--- config.mk ---
export PLATFORM = sky130hd
export DESIGN_NAME = unpool2x_upsampler_flat
export DESIGN_NICKNAME = d
export VERILOG_FILES = /design/src/rtl/unpool2x_upsampler_if.sv /design/src/rtl/unpool2x_upsampler.sv /design/src/flat_wrapper.sv
export SDC_FILE = /design/constraint.sdc
export NUM_CORES = 1
export LEC_CHECK = 0
export CAP_MARGIN = 25
export CORE_ASPECT_RATIO = 0.8
export CORE_MARGIN = 5
export CORE_UTILIZATION = 49
export DETAILED_ROUTE_END_ITERATION = 10
export PLACE_DENSITY_LB_ADDON = 0.12
export SYNTH_ARGS = -nofsm -noshare
export SYNTH_HDL_FRONTEND = slang
export SYNTH_SLANG_ARGS = --single-unit
export TNS_END_PERCENT = 5
--- constraint.sdc ---
create_clock -name clk -period 2.6 [get_ports clk]
set_clock_uncertainty 0.15 [all_clocks]
set_input_delay 0.39 -clock clk [delete_from_list [all_inputs] [get_ports clk]]
set_output_delay 0.39 -clock clk [all_outputs]
set_load 0.02 [all_outputs]
--- src/rtl/unpool2x_upsampler_if.sv ---
// Memory-side bus of the 2x2 unpool upsampler.
// master: pooled read port (pool_*) + output write port (up_*).
interface unpool2x_upsampler_if #(
  parameter int DATA_WIDTH = 16,
  parameter int PA_W       = 11,
  parameter int UA_W       = 13
);
  logic [PA_W-1:0]              pool_addr;
  logic                         pool_en;
  logic signed [DATA_WIDTH-1:0] pool_q;
  logic [UA_W-1:0]              up_addr;
  logic                         up_en;
  logic                         up_we;
  logic signed [DATA_WIDTH-1:0] up_d;

  modport master (
    output pool_addr, pool_en,
    input  pool_q,
    output up_addr, up_en, up_we, up_d
  );

  modport slave (
    input  pool_addr, pool_en,
    output pool_q,
    input  up_addr, up_en, up_we, up_d
  );
endinterface

--- src/rtl/unpool2x_upsampler.sv ---
// Nearest-neighbour 2x2 upsampler: CHW pooled map -> CHW map of 2x size.
// Ports: clk, reset_n (async low), start, m (memory bus), busy, done.
module unpool2x_upsampler #(
  parameter int DATA_WIDTH = 16,
  parameter int CHANNELS   = 8,
  parameter int IN_SIZE    = 14
) (
  input  logic clk,
  input  logic reset_n,
  input  logic start,
  unpool2x_upsampler_if.master m,
  output logic busy,
  output logic done
);
  localparam int OUT_SIZE = 2 * IN_SIZE;
  localparam int N    = CHANNELS * IN_SIZE * IN_SIZE;
  localparam int PA_W = $clog2(N);
  localparam int UA_W = $clog2(4 * N);
  localparam int CW   = (CHANNELS > 1) ? $clog2(CHANNELS) : 1;
  localparam int IW   = (IN_SIZE > 1) ? $clog2(IN_SIZE) : 1;

  typedef enum logic [2:0] {
    IDLE, PRIME, WR0, WR1, WR2, WR3, FINISH
  } state_e;

  state_e state_q, state_d;
  logic [CW-1:0] ch_q, ch_d;
  logic [IW-1:0] row_q, row_d;
  logic [IW-1:0] col_q, col_d;
  logic [UA_W-1:0] base_q, base_d;
  logic signed [DATA_WIDTH-1:0] hold_q, hold_d;
  logic cap_q, cap_d;
  logic [PA_W-1:0] pool_addr_q, pool_addr_d;
  logic pool_en_q, pool_en_d;
  logic [UA_W-1:0] up_addr_q, up_addr_d;
  logic up_en_q, up_en_d;
  logic signed [DATA_WIDTH-1:0] up_d_q, up_d_d;
  logic busy_q, busy_d;
  logic done_q, done_d;

  logic last_col, last_row, last_ch, last;

  assign last_col = (col_q == IW'(IN_SIZE - 1));
  assign last_row = (row_q == IW'(IN_SIZE - 1));
  assign last_ch  = (ch_q == CW'(CHANNELS - 1));
  assign last     = last_col && last_row && last_ch;

  always_comb begin
    state_d     = state_q;
    ch_d        = ch_q;
    row_d       = row_q;
    col_d       = col_q;
    base_d      = base_q;
    hold_d      = hold_q;
    pool_addr_d = pool_addr_q;
    pool_en_d   = 1'b0;
    up_addr_d   = up_addr_q;
    up_en_d     = 1'b0;
    up_d_d      = up_d_q;
    busy_d      = busy_q;
    done_d      = 1'b0;
    // read data lands one cycle after the enable
    cap_d       = pool_en_q;
    if (cap_q) hold_d = m.pool_q;
    unique case (state_q)
      IDLE: begin
        busy_d = start;
        if (start) begin
          pool_en_d   = 1'b1;
          pool_addr_d = '0;
          ch_d        = '0;
          row_d       = '0;
          col_d       = '0;
          base_d      = '0;
          state_d     = PRIME;
        end
      end
      PRIME: begin
        if (cap_q) state_d = WR0;
      end
      WR0: begin
        up_en_d   = 1'b1;
        up_addr_d = base_q;
        up_d_d    = hold_q;
        // prefetch next element; it lands in hold during WR2
        if (!last) begin
          pool_en_d   = 1'b1;
          pool_addr_d = pool_addr_q + 1'b1;
        end
        state_d = WR1;
      end
      WR1: begin
        up_en_d   = 1'b1;
        up_addr_d = base_q + UA_W'(1);
        state_d   = WR2;
      end
      WR2: begin
        up_en_d   = 1'b1;
        up_addr_d = base_q + UA_W'(OUT_SIZE);
        state_d   = WR3;
      end
      WR3: begin
        up_en_d   = 1'b1;
        up_addr_d = base_q + UA_W'(OUT_SIZE + 1);
        // row and channel ends skip the odd output row
        base_d = base_q + (last_col ? UA_W'(OUT_SIZE + 2) : UA_W'(2));
        if (last_col) begin
          col_d = '0;
          if (last_row) begin
            row_d = '0;
            ch_d  = last_ch ? '0 : ch_q + 1'b1;
          end else begin
            row_d = row_q + 1'b1;
          end
        end else begin
          col_d = col_q + 1'b1;
        end
        state_d = last ? FINISH : WR0;
      end
      FINISH: begin
        done_d  = 1'b1;
        state_d = IDLE;
      end
      default: state_d = IDLE;
    endcase
  end

  always_ff @(posedge clk or negedge reset_n) begin
    if (!reset_n) begin
      state_q     <= IDLE;
      ch_q        <= '0;
      row_q       <= '0;
      col_q       <= '0;
      base_q      <= '0;
      hold_q      <= '0;
      cap_q       <= 1'b0;
      pool_addr_q <= '0;
      pool_en_q   <= 1'b0;
      up_addr_q   <= '0;
      up_en_q     <= 1'b0;
      up_d_q      <= '0;
      busy_q      <= 1'b0;
      done_q      <= 1'b0;
    end else begin
      state_q     <= state_d;
      ch_q        <= ch_d;
      row_q       <= row_d;
      col_q       <= col_d;
      base_q      <= base_d;
      hold_q      <= hold_d;
      cap_q       <= cap_d;
      pool_addr_q <= pool_addr_d;
      pool_en_q   <= pool_en_d;
      up_addr_q   <= up_addr_d;
      up_en_q     <= up_en_d;
      up_d_q      <= up_d_d;
      busy_q      <= busy_d;
      done_q      <= done_d;
    end
  end

  assign m.pool_addr = pool_addr_q;
  assign m.pool_en   = pool_en_q;
  assign m.up_addr   = up_addr_q;
  assign m.up_en     = up_en_q;
  assign m.up_we     = up_en_q;
  assign m.up_d      = up_d_q;
  assign busy        = busy_q;
  assign done        = done_q;
endmodule
--- src/flat_wrapper.sv ---
// flat-port wrapper written by rule: the top's interface ports become plain ports
module unpool2x_upsampler_flat 
#(
  parameter int DATA_WIDTH = 16,
  parameter int CHANNELS   = 8,
  parameter int IN_SIZE    = 14
)
  (clk, reset_n, start, busy, done, m_pool_addr, m_pool_en, m_pool_q, m_up_addr, m_up_en, m_up_we, m_up_d);
  unpool2x_upsampler_if #(.DATA_WIDTH(DATA_WIDTH)) m_i ();
  input  logic clk;
  input  logic reset_n;
  input  logic start;
  output logic busy;
  output logic done;
  output wire logic [$bits(m_i.pool_addr)-1:0] m_pool_addr;
  output wire logic [$bits(m_i.pool_en)-1:0] m_pool_en;
  input wire logic [$bits(m_i.pool_q)-1:0] m_pool_q;
  output wire logic [$bits(m_i.up_addr)-1:0] m_up_addr;
  output wire logic [$bits(m_i.up_en)-1:0] m_up_en;
  output wire logic [$bits(m_i.up_we)-1:0] m_up_we;
  output wire logic [$bits(m_i.up_d)-1:0] m_up_d;
  assign m_pool_addr = m_i.pool_addr;
  assign m_pool_en = m_i.pool_en;
  assign m_i.pool_q = m_pool_q;
  assign m_up_addr = m_i.up_addr;
  assign m_up_en = m_i.up_en;
  assign m_up_we = m_i.up_we;
  assign m_up_d = m_i.up_d;
  unpool2x_upsampler #(.DATA_WIDTH(DATA_WIDTH), .CHANNELS(CHANNELS), .IN_SIZE(IN_SIZE)) u_core (.clk(clk), .reset_n(reset_n), .start(start), .m(m_i), .busy(busy), .done(done));
endmodule
==> metrics.cfg <==
[routing]
num_vias=3408
drc=0
postRouteAntennaNets=0
dr.pass1.iters=4
postRouteWirelength_um=10190
first_iter_violations=183
routedWlPerCell_um=16.73
via_per_inst=5.596

[place]
dpl-instance-area_mm2=0.005209
portBuffers=63
globalplace.congestion=0.8234
dpl.hpwl_um=7213

[worst_setup_path]
worstSetupPathType=reg -> reg
crit_path_end_kind=flip-flop
critPathCapture=u_core.base_q[8]
reg2regPathDepth=11
critPathRequiredTime_ns=2.73
critical_path_buf_inv_count=3
cp_slowest_cell=or4_1
cpPeakStageDelay_ns=0.46
cp_top_family=simple AND/OR/NAND/NOR gates
reg2reg_slack_ns=0.24
timing.rr.end=u_core.base_q[8]
cp-startpoint=u_core.col_q[1]
worstPathMaxFanout=6
cp.depth=11
rr_startpoint=u_core.col_q[1]
critPathLaunchType=flip-flop
arrival_ns=2.49
path_cells=inv_1 -> ha_1 -> nand3_1 -> inv_1 -> ha_1 -> a21o_1 -> a21o_1 -> a21oi_1 -> buf_4 -> or4_1 -> nand3_1

[power]
peakVddDrop_uv=308.3
power.total_mw=2.566
p_per_area_mw_per_mm2=467.8
power_frac_clock_pct=45.0
p_seq_share_pct=52.8
p_comb_share_pct=2.3
switching_power_mw=0.5379
p_int_mw=2.028
power_leakage_nw=2.425
switching_share_pct=20.96

[clocking]
insertion_delay_ns=0.34
cts_setup_buffers=0
cts_root_buf=clkbuf_16
clk_pin_slew_worst_paths_ns=0.06
cts-buffers-inserted=9
clockBufferDepth=2
cts_tree=built
cts_htree_levels=3
cts_sinks=87

[floorplan]
fp.dieW_um=116.5
start_util_pct=49.63
dieHeight_um=95.21
io_pins=64
core_area_mm2=0.008960
rows=31
die-area_mm2=0.01109

[logic_synthesis]
ys_warn_count=0
synth-main-ff-cell=dfrtp_1
synth_fp_nets=459
ys_ff_latch=87
syn_inst=425
synth_cell_type_count=57
ys_async_sr_fraction_pct=100.0
syn_area_mm2=0.004447
synth-seq-area-share_pct=48.96
avgSynthCellArea_um2=10.46
synth-edff-count=0

[hold_path]
hp-class=reg -> reg

[global_routing]
grt_pass1_wl_um=17460
grt_max_degree=34
grt_use_met2_pct=31.43
overflow=0
busiest_layer=met2
antenna_found_initial=0
grt_pass1_vias=3496
grtUsageMet1_pct=28.40
use_met3_pct=4.759
track_usage_pct=20.28

[cells_and_area]
fillers=728
finalNetCount=523
final_cell_mix=87 x dfrtp_1, 62 x clkdlybuf4s50_1, 40 x nand2_1, 37 x mux2_2, 25 x o21ai_0
antennaDiodeCount=0
final_common_cell=dfrtp_1
drive_above_1_share_pct=14.57
area_growth_pct=23.35
design_area_mm2=0.005485

[sta]
worst_slew_pin_slew_ns=0.7626
finalSetupViolCount=0
slew_headroom_pct=49.16
tns_ns=0
rsz0062_at_grt=false
report.final.slew_viol_count=0
hold_violations=0
period_share_pct=90.78
fmax_mhz=423.7
fin_crit_ns=2.360

[run]
drv_cap=0

[outcome]
status=completed

[through the flow]
stage                     hold WS (ns)  util, %  std cells  setup WS, ns
after global routing            0.2582    61.22        609       0.05678
after detailed placement        0.2004    58.13        592        0.1846
after global placement          0.1990    58.13        592        0.2439
after floorplan               -0.05559        -        425        0.1151
final                           0.2384    61.22        609        0.2398
after CTS                       0.2425    61.15        609        0.1720
[cells in the mapped netlist, types with 2 or more instances]
library cell / count / area share, %
nand3_1: 16 / 1.8
buf_2: 9 / 1.0
a31oi_1: 5 / 0.70
clkbuf_2: 2 / 0.23
a221oi_1: 4 / 0.79
or3_1: 2 / 0.28
mux2_2: 37 / 9.4
and3_1: 3 / 0.42
xor2_1: 14 / 2.8
inv_1: 13 / 1.1
xnor2_1: 10 / 2.0
a21o_1: 3 / 0.51
buf_1: 3 / 0.25
o21ai_0: 25 / 2.8
clkbuf_1: 10 / 0.84
a22oi_1: 3 / 0.51
nand4_1: 6 / 0.84
ha_1: 14 / 3.9
and2_1: 2 / 0.28
mux2i_1: 2 / 0.45
nor4b_1: 3 / 0.59
nand2_1: 40 / 3.4
dfrtp_1: 87 / 49
o31ai_1: 6 / 1.0
a21oi_1: 9 / 1.0
nand2b_1: 7 / 0.98
o211ai_1: 10 / 1.7
nor2_1: 23 / 1.9
o21bai_1: 2 / 0.34
nor2b_1: 6 / 0.84
nor3b_1: 3 / 0.51
nor3_1: 16 / 1.8
o22ai_1: 6 / 0.84
[power by group through the flow]
stage / clock network, mW / registers (mW) / logic, mW
floorplan: 0 / 1.38 / 0.000751
global placement: 0 / 1.38 / 0.0594
detailed placement: 0 / 1.38 / 0.0596
CTS: 1.19 / 1.35 / 0.0612
global route: 1.25 / 1.35 / 0.0668
finish: 1.15 / 1.35 / 0.0585
[cell type report]
| cell class | count | area, um2 | share of cell area (%) |
|---|---|---|---|
| timing repair buffer | 79 | 750.7 | 13.69 |
| tap | 115 | 143.9 | 2.623 |
| inverter | 14 | 52.55 | 0.9580 |
| multi-input combinational | 298 | 2101 | 38.30 |
| sequential | 87 | 2177 | 39.69 |
| clock inverter | 3 | 20.02 | 0.3650 |
| clock buffer | 13 | 240.2 | 4.380 |
[layer usage]
metal | vias to the layer above | part of all wire [%]
met5 | - | 0
met4 | 0 | 1.1
met3 | 11 | 6.1
met2 | 85 | 46
met1 | 1661 | 47
li1 | 1651 | -
[state kept, by name, indices dropped and copies added (netlist names)]
signal / flops
u_core.m.pool_addr: 11
u_core.row_q: 4
u_core.cap_q: 1
u_core.col_q: 4
u_core.hold_q: 16
u_core.busy: 1
u_core.ch_q: 3
u_core.m.up_en: 1
u_core.done: 1
u_core.m.up_addr: 13
u_core.state_q: 3
u_core.m.up_d: 16
u_core.m.pool_en: 1
u_core.base_q: 12
[how the worst min path moves through the flow]
stage / to / depth (start not counted) / start / slack [ns]
after global routing: u_core.cap_q / 0 / u_core.m.pool_en / 0.26
after floorplan: u_core.base_q[10] / 0 / reset_n / -0.06
after detailed placement: u_core.hold_q[7] / 1 / reset_n / 0.20
after CTS: u_core.cap_q / 0 / u_core.m.pool_en / 0.24
after global placement: u_core.m.up_d[7] / 1 / reset_n / 0.20
final: u_core.cap_q / 0 / u_core.m.pool_en / 0.24
[cell families after synthesis]
family / Yosys count / synth area share (%)
compound gates: 84 / 12.49
flops: 87 / 48.96
xor+xnor: 24 / 4.727
buf+inv: 40 / 3.939
simple gates: 136 / 15.67
fa+ha+maj: 15 / 4.389
mux: 39 / 9.820
[timing repair]
action                                 in CTS  in global routing
endpoints found under the hold margin      30                  0
resized for setup                           0                  2
setup endpoints to repair                   0                  3
hold buffers                                1                  0
(Power assumes the default switching activity.)
